## src/rtl/wb_dbg_pkg.sv

```systemverilog
// Shared definitions for the PCI debug counter poll master: sequencer states,
// debug slave word map and clear-bit layout of the control word.
package wb_dbg_pkg;

    typedef enum logic [2:0] {
        S_IDLE,
        S_RD_REQ,
        S_RD_GAP,
        S_WR_CLR,
        S_WR_GAP,
        S_FIN
    } dbg_state_e;

    // Word indices of the debug slave (byte address = base + index*4)
    localparam int unsigned DBG_CTRL_W         = 0;
    localparam int unsigned DBG_FRAME_DEVSEL_W = 1;
    localparam int unsigned DBG_IRDY_TRDY_W    = 2;
    localparam int unsigned DBG_STOP_IDSEL_W   = 3;
    localparam int unsigned DBG_GNT_REQ_W      = 4;
    localparam int unsigned DBG_PAR_PERR_W     = 5;

    // Clear bits live in the control word, bit positions 0..9
    localparam int unsigned DBG_CLR_BIT_FIRST  = 0;
    localparam int unsigned DBG_CLR_BIT_LAST   = 9;
    localparam int unsigned DBG_CLR_NBITS      = DBG_CLR_BIT_LAST - DBG_CLR_BIT_FIRST + 1;

    // Byte address of a debug slave word
    function automatic logic [31:0] dbg_word_addr(input logic [31:0] base,
                                                  input logic [31:0] word);
        return base + (word << 2);
    endfunction

endpackage

```

## src/rtl/wb_single_xfer.sv

```systemverilog
// Single Wishbone transfer engine: drives STB/WE while requested and reports
// completion (matching response type) or timeout after TIMEOUT strobe cycles.
module wb_single_xfer #(
    parameter int unsigned TIMEOUT = 15
) (
    input  logic clk_i,
    input  logic rst_ni,
    input  logic req_i,
    input  logic we_i,
    input  logic ack_i,
    input  logic valid_i,
    output logic stb_o,
    output logic we_o,
    output logic done_o,
    output logic timed_out_o
);

    localparam logic [7:0] CNT_LAST = 8'(TIMEOUT - 1);

    logic [7:0] cnt_q, cnt_d;
    logic       resp;

    // Response qualification, strobe drive and timeout detection; a response
    // in the final counted cycle takes priority over the timeout
    always_comb begin
        resp        = we_i ? ack_i : valid_i;
        stb_o       = req_i;
        we_o        = req_i & we_i;
        done_o      = req_i & resp;
        timed_out_o = req_i & ~resp & (cnt_q == CNT_LAST);
        if (!req_i || done_o || timed_out_o) begin
            cnt_d = '0;
        end else begin
            cnt_d = cnt_q + 8'd1;
        end
    end

    // Strobe-cycle counter, idle at zero between transfers
    always_ff @(posedge clk_i or negedge rst_ni) begin
        if (!rst_ni) begin
            cnt_q <= '0;
        end else begin
            cnt_q <= cnt_d;
        end
    end

endmodule

```

## src/rtl/wb_dbg_poll_master.sv

```systemverilog
// Debug counter poll master: reads NUM_REGS consecutive slave words into a
// snapshot file, optionally writes the clear mask to the control word, and
// exposes the snapshots through an indexed combinational read port.
module wb_dbg_poll_master
    import wb_dbg_pkg::*;
#(
    parameter logic [31:0] ADDR_BASE = 32'h0000_0000,
    parameter int unsigned FIRST_REG = 1,
    parameter int unsigned NUM_REGS  = 5,
    parameter int unsigned TIMEOUT   = 15,
    parameter logic [9:0]  CLR_MASK  = 10'h3FF
) (
    input  logic        PHY_CLK33_I,
    input  logic        PHY_RSTn_I,
    input  logic        START_I,
    input  logic        CLR_EN_I,
    output logic        BUSY_O,
    output logic        DONE_O,
    output logic        ERR_O,
    output logic [7:0]  TO_MASK_O,
    input  logic [2:0]  SNAP_SEL_I,
    output logic [31:0] SNAP_DATA_O,
    output logic [31:0] WB_ADD_O,
    output logic [31:0] WB_DATA_O,
    input  logic [31:0] WB_DATA_I,
    output logic        WB_STB_O,
    output logic        WB_WE_O,
    input  logic        WB_ACK_I,
    input  logic        WB_VALID_I
);

    localparam logic [2:0]  LAST_IDX = 3'(NUM_REGS - 1);
    localparam logic [31:0] CLR_DATA = {{(32 - DBG_CLR_NBITS){1'b0}}, CLR_MASK};

    dbg_state_e  state_q, state_d;
    logic [2:0]  idx_q, idx_d;
    logic        clr_q, clr_d;
    logic        err_q, err_d;
    logic [7:0]  tomask_q, tomask_d;
    logic [31:0] snap_q [NUM_REGS];
    logic [31:0] snap_d [NUM_REGS];

    logic        xfer_req, xfer_we, xfer_done, xfer_to;
    logic [31:0] add, wdata;

    wb_single_xfer #(
        .TIMEOUT (TIMEOUT)
    ) u_xfer (
        .clk_i       (PHY_CLK33_I),
        .rst_ni      (PHY_RSTn_I),
        .req_i       (xfer_req),
        .we_i        (xfer_we),
        .ack_i       (WB_ACK_I),
        .valid_i     (WB_VALID_I),
        .stb_o       (WB_STB_O),
        .we_o        (WB_WE_O),
        .done_o      (xfer_done),
        .timed_out_o (xfer_to)
    );

    // Sequencer next-state, snapshot updates and bus request decode
    always_comb begin
        state_d  = state_q;
        idx_d    = idx_q;
        clr_d    = clr_q;
        err_d    = err_q;
        tomask_d = tomask_q;
        snap_d   = snap_q;
        xfer_req = 1'b0;
        xfer_we  = 1'b0;
        add      = '0;
        wdata    = '0;
        unique case (state_q)
            S_IDLE: begin
                if (START_I) begin
                    clr_d    = CLR_EN_I;
                    err_d    = 1'b0;
                    tomask_d = '0;
                    idx_d    = '0;
                    state_d  = S_RD_REQ;
                end
            end
            S_RD_REQ: begin
                xfer_req = 1'b1;
                add      = dbg_word_addr(ADDR_BASE, FIRST_REG + 32'(idx_q));
                if (xfer_done) begin
                    snap_d[idx_q] = WB_DATA_I;
                    state_d       = S_RD_GAP;
                end else if (xfer_to) begin
                    snap_d[idx_q]   = '0;
                    tomask_d[idx_q] = 1'b1;
                    err_d           = 1'b1;
                    state_d         = S_RD_GAP;
                end
            end
            S_RD_GAP: begin
                // Terminal test on the index itself so NUM_REGS=8 never wraps
                if (idx_q == LAST_IDX) begin
                    state_d = clr_q ? S_WR_CLR : S_FIN;
                end else begin
                    idx_d   = idx_q + 3'd1;
                    state_d = S_RD_REQ;
                end
            end
            S_WR_CLR: begin
                xfer_req = 1'b1;
                xfer_we  = 1'b1;
                add      = dbg_word_addr(ADDR_BASE, 32'(DBG_CTRL_W));
                wdata    = CLR_DATA;
                if (xfer_done) begin
                    state_d = S_WR_GAP;
                end else if (xfer_to) begin
                    err_d   = 1'b1;
                    state_d = S_WR_GAP;
                end
            end
            S_WR_GAP: state_d = S_FIN;
            S_FIN:    state_d = S_IDLE;
            default:  state_d = S_IDLE;
        endcase
    end

    // Sequencer state, status and snapshot registers
    always_ff @(posedge PHY_CLK33_I or negedge PHY_RSTn_I) begin
        if (!PHY_RSTn_I) begin
            state_q  <= S_IDLE;
            idx_q    <= '0;
            clr_q    <= 1'b0;
            err_q    <= 1'b0;
            tomask_q <= '0;
            snap_q   <= '{default: '0};
        end else begin
            state_q  <= state_d;
            idx_q    <= idx_d;
            clr_q    <= clr_d;
            err_q    <= err_d;
            tomask_q <= tomask_d;
            snap_q   <= snap_d;
        end
    end

    // Indexed snapshot read; unimplemented indices read as zero
    always_comb begin
        SNAP_DATA_O = '0;
        for (int unsigned i = 0; i < NUM_REGS; i++) begin
            if (SNAP_SEL_I == 3'(i)) begin
                SNAP_DATA_O = snap_q[i];
            end
        end
    end

    assign WB_ADD_O  = add;
    assign WB_DATA_O = wdata;
    assign BUSY_O    = (state_q != S_IDLE);
    assign DONE_O    = (state_q == S_FIN);
    assign ERR_O     = err_q;
    assign TO_MASK_O = tomask_q;

endmodule

```

## config.mk

```make
export PLATFORM = sky130hd
export DESIGN_NAME = wb_dbg_poll_master
export DESIGN_NICKNAME = d
export VERILOG_FILES = /design/src/rtl/wb_dbg_pkg.sv /design/src/rtl/wb_single_xfer.sv /design/src/rtl/wb_dbg_poll_master.sv
export SDC_FILE = /design/constraint.sdc
export NUM_CORES = 1
export LEC_CHECK = 0
export BUFFER_PORTS_ARGS = -buffer_cell sky130_fd_sc_hd__buf_2
export CORE_MARGIN = 1
export CORE_UTILIZATION = 57
export DETAILED_ROUTE_END_ITERATION = 8
export HOLD_SLACK_MARGIN = 0.03
export PLACE_DENSITY = 0.83
export SLEW_MARGIN = 25
export SYNTH_ARGS = -nofsm -noshare
export SYNTH_HDL_FRONTEND = slang
export SYNTH_SLANG_ARGS = --single-unit
export TNS_END_PERCENT = 5
```

## constraint.sdc

```tcl
create_clock -name PHY_CLK33_I -period 3.3 [get_ports PHY_CLK33_I]
set_clock_uncertainty 0.1 [all_clocks]
set_input_delay 0.825 -clock PHY_CLK33_I [delete_from_list [all_inputs] [get_ports PHY_CLK33_I]]
set_output_delay 0.825 -clock PHY_CLK33_I [all_outputs]
set_load 0.03 [all_outputs]
```

# [Word level (Yosys, flattened, before mapping)]
# Index checks and enable logic that the tools add are counted.
[word_totals] register_bits=184 latch_bits=0 ramBits=0 mem_bits_ro=0 input_bits=41 output_inout_bits=109 wordCells=102 n_memories=0
[op_classes] addsub=3 n_mul=0 div_mod_pow=0 magnitude_cmp=4 eq_ne=19 n_shift=0 mux=37 bitwise_logic=9 reduce_logical=19
[ops] operator="$mux W160" count=2
[ops] operator="$mux W32" count=6
[ops] operator="$and A160 B160 Y160" count=1
[ops] operator="$bwmux W160" count=1
[ops] operator="$not A160 Y160" count=1
[ops] operator="$demux W32 S3" count=1
[ops] operator="$mux W8" count=4
[ops] operator="$mux W3" count=9
[ops] operator="$pmux W8 S2" count=1
[ops] operator="$pmux W3 S5" count=1
[ops] operator="$eq A3 B2 Y1 const B" count=4
[ops] operator="$eq A3 B3 Y1 const B" count=4
[ops] operator="$mux W10" count=1
[ops] operator="$add A8 B1 Y8 const B" count=1
[ops] operator="$eq A8 B4 Y1 const B" count=1
[ops] operator="$ne A2 B2 Y1 const B" count=4
[ops] operator="$or A8 B8 Y8" count=1
[ops] operator="$reduce_and A4 Y1" count=2
[ops] operator="$reduce_bool A2 Y1" count=4
[ops] operator="$mux W1" count=7
[ops] operator="$eq A3 B1 Y1 const B" count=2
[ops] operator="$logic_not A3 Y1" count=2
[ops] operator="$mux W6" count=1
[ops] operator="$ne A3 B1 Y1 const B" count=2
[ops] operator="other kinds (20)" count=28

# [Depth between registers and ports, before layout]
[logic_depth] ltp_word=9 ltp_mapped=8 ltp_nobuf=6

# [By module]
# From an unflattened synthesis, not the netlist that was laid out.
[unflattened] cells_unflattened=753 area_unflattened_um2=9237.6
[modules_own_cells] mod="wb_dbg_poll_master" n_inst=1 cells_per_inst=711 area_per_inst_um2=8802.2 seq_area_each_um2=4404.2
[modules_own_cells] mod="wb_single_xfer" n_inst=1 cells_per_inst=42 area_per_inst_um2=435.4 seq_area_each_um2=200.2

# [Worst setup path before layout]
# Ideal clock, no wire load.
[synth_path] kind="input to output" startpoint="in SNAP_SEL_I[0]" endpoint="out SNAP_DATA_O[17]" arrival_time_ps=2645 required_ps=2375 slack_ps=-270 stages=7 n_path_buf=3 path_cell_list="clkbuf_1 clkbuf_1 clkbuf_1 mux2i_1 nor2_1 a21oi_1 o22ai_1"
[synth_between] elab_chain_len=6 elab_cells_between_ends=10 classes_between="4 x eq/ne; 5 x mux; 1 x reduce/logical"
[synth_rtl] item="start: declaration" line_no="wb_dbg_poll_master.sv:21" text="input logic [2:0] SNAP_SEL_I,"
[synth_rtl] item="$logic_not A3 Y1" line_no="wb_dbg_poll_master.sv:146" text="if (SNAP_SEL_I == 3'(i)) begin"
[synth_rtl] item="$mux W32 (4 in series)" line_no="wb_dbg_poll_master.sv:146"
[synth_rtl] item="$mux W32 (*)" line_no="wb_dbg_poll_master.sv:146"
[synth_rtl] item="end: declaration" line_no="wb_dbg_poll_master.sv:22" text="output logic [31:0] SNAP_DATA_O,"
# Mark *: on every way between the ends. The rest lies on a longest branch, timed or not.

# [Worst setup path in the final report]
[layout_path] startpoint="in SNAP_SEL_I[1]" endpoint="out SNAP_DATA_O[31]"
# Same word-level chain as after synthesis.

==> summary.txt <==
Crit. End Element = output pin
CP Cell Sequence = buf_2 -> buf_4 -> mux4_2 -> inv_1 -> o21ai_0 -> buf_2
Setup Crit Path Kind = in -> out
Post-synth EDFFs = 0
CP max stage cell = mux4_2
DIE AREA = 17000 sq um
worst-skew pair later-pin latency = 0.43 ns
hold slack = 0.271 ns
Leakage = 5.31 nW
global-route wire length before repair = 31700 um
count of cell types in the netlist = 45
maximum clock frequency = 325 MHz
number of global-route vias before repair = 5911
Slew Limit Fails = 0
ys async rst share = 100%
global placement routability congestion = 0.778
Total GRT Usage = 24.9%
initial core utilization = 58.7%
Post-Syn Area = 9390 sq um
setup_tns = 0 ns
HPWL after DPL = 12100 um
Synth warnings = 0
fin crit share = 93.4%
syn_area_per_cell = 12.6 sq um
# IOs = 150
layout net count = 876
Diodes inserted = 0
clock root buffer = clkbuf_16
Initial DRT Pass Iterations = 4
Max VDD drop = 0.000884 V
ANT nets after route = 0
wire length per cell = 18.7 um
worst slew pin tran = 0.753 ns
TritonCTS clock tree = yes
worst slack, placed = 0.244 ns
Core Rows = 46
Vias = 5915
Max clock buf depth = 2
Area after DPL = 9950 sq um
Gate Count Post-Synth = 747
synth top area cells = dfrtp_1 (49%), mux2_2 (12%), mux2_4 (9.6%), buf_4 (4.8%), mux2i_1 (2.8%)
clock sinks = 184
hold buffers post-CTS = 0
PnR worst setup slack = 0.219 ns
top cell type's share of synthesized area = 49.0%
Non-Filler Instances = 1060
CP max FO = 12
post-CTS sizing = 0
CP Data Required Time = 2.37 ns
relative slew slack = 49.4%
max cap viols = 0
Die X = 130 um
Via-to-Cell Ratio = 5.58
RSZ-0062 raised after global routing = no
Final Core Density = 65.8%
CP Launch Type = input pin
Worst Path Arrival = 2.16 ns
IO Port Bufs = 99
CTS H-tree lvls = 4
Num CTS Buffers = 17
Post-CTS Setup Inserts = 0
status = finished clean
CP peak stage delay = 0.53 ns
DRC viols = 0
Area Growth Syn to Fin = 12.2%
# placed instances = 1028
total power = 8.02 mW
area of the core = 16000 sq um
CP bufs+invs = 4
Power per Cell Area = 761 nW/um^2
area of the multi-input gates = 4250 sq um
initial drt markers = 377
Reg area = 4600 sq um
most common cell type on the critical path = buf_2
# setup viols final = 0
initial antenna violation count = 0
design area = 10500 sq um
sequential-to-total area share from yosys stat = 49.0%
Clock Pin Slew Worst Setup and Hold Paths = 0.07 ns
FF+latch count, synth = 184
ratio of cells with drive above 1 in the final layout = 40.5%
Hold Crit Class = in -> async
drt total wl = 19800 um
Die Ht = 130 um
largest net degree at the start of global routing = 62
FILL cells = 1203
Congestion Overflow GR = 0
Final Hold Fails = 0
area leader, netlist = dfrtp_1
critical path's top delay family = buffers and inverters
fin crit period = 3.08 ns
dominant synthesized flop cell = dfrtp_1
[placed cells by master (no fill, tap or decap), types with 21 or more instances in the layout]
| master | n |
|---|---|
| o21ai_0 | 21 |
| conb_1 | 50 |
| mux2i_1 | 26 |
| dfrtp_1 | 184 |
| nor2_1 | 36 |
| mux2_4 | 60 |
| and2_1 | 36 |
| buf_2 | 98 |
| a22oi_1 | 26 |
| mux2_2 | 96 |
| a21oi_1 | 27 |
[final timing paths]
kind / startpoint / end / slack [ns] / cells past startpoint
min: PHY_RSTn_I / snap_q[124] / 0.27 / 1
max in group asynchronous: PHY_RSTn_I / snap_q[26] / 2.08 / 2
min in group PHY_CLK33_I: TO_MASK_O[4] / TO_MASK_O[4] / 0.38 / 2
min reg2reg: TO_MASK_O[4] / TO_MASK_O[4] / 0.38 / 2
max: SNAP_SEL_I[1] / SNAP_DATA_O[31] / 0.22 / 6
max reg2reg: u_xfer.cnt_q[0] / snap_q[49] / 0.38 / 6
[report_power, final]
part           internal [mW]  total (mW)  switching (mW)
clock                   1.12        2.01           0.891
combinational           1.24        2.67            1.43
sequential              2.92        3.34           0.424
total                   5.27        8.02            2.75
[flip-flops by register name (all words and copies together) (netlist names)]
name / flops
ERR_O: 1
u_xfer.cnt_q: 8
clr_q: 1
idx_q: 3
snap_q: 160
TO_MASK_O: 8
state_q: 3
[cell usage after synthesis, types with 18 or more instances]
library cell and number:
dfrtp_1 184, mux2_2 96, buf_4 60, mux2_4 60
and2_1 36, nor2_1 36, a21oi_1 27, clkbuf_1 27
a22oi_1 26, mux2i_1 26, o22ai_1 25, o21ai_0 21
nand2_1 18
[cell type report]
cell class                      count  share of cell area (%)
Clock buffer                       17                    4.04
Clock inverter                     15                    1.46
Inverter                           12                   0.428
Multi-Input combinational cell    492                    40.3
Timing Repair Buffer              124                    7.49
Tap cell                          216                    2.57
Sequential cell                   184                    43.7
[per-layer routing]
layer  routed length, um  vias up  GRT usage [%]
met1                9080     3020           34.0
met2                9610      176           40.7
met5                   0        -              0
li1                    -     2700              -
met3                 918       19           5.04
met4                 197        0           6.83
[cell families (layout without fill, tap and decap cells)]
| family | count (synthesis) | in the layout | synth area share, % |
|---|---|---|---|
| flops | 184 | 184 | 49.0 |
| compound gates | 109 | 109 | 7.81 |
| fa+ha+maj | 4 | 4 | 0.533 |
| other cells | 1 | 50 | 0.0399 |
| mux | 196 | 196 | 26.4 |
| buf+inv | 120 | 168 | 8.52 |
| xor+xnor | 6 | 6 | 0.560 |
| simple gates | 127 | 127 | 7.08 |
Power figures use the tool's default switching activity.
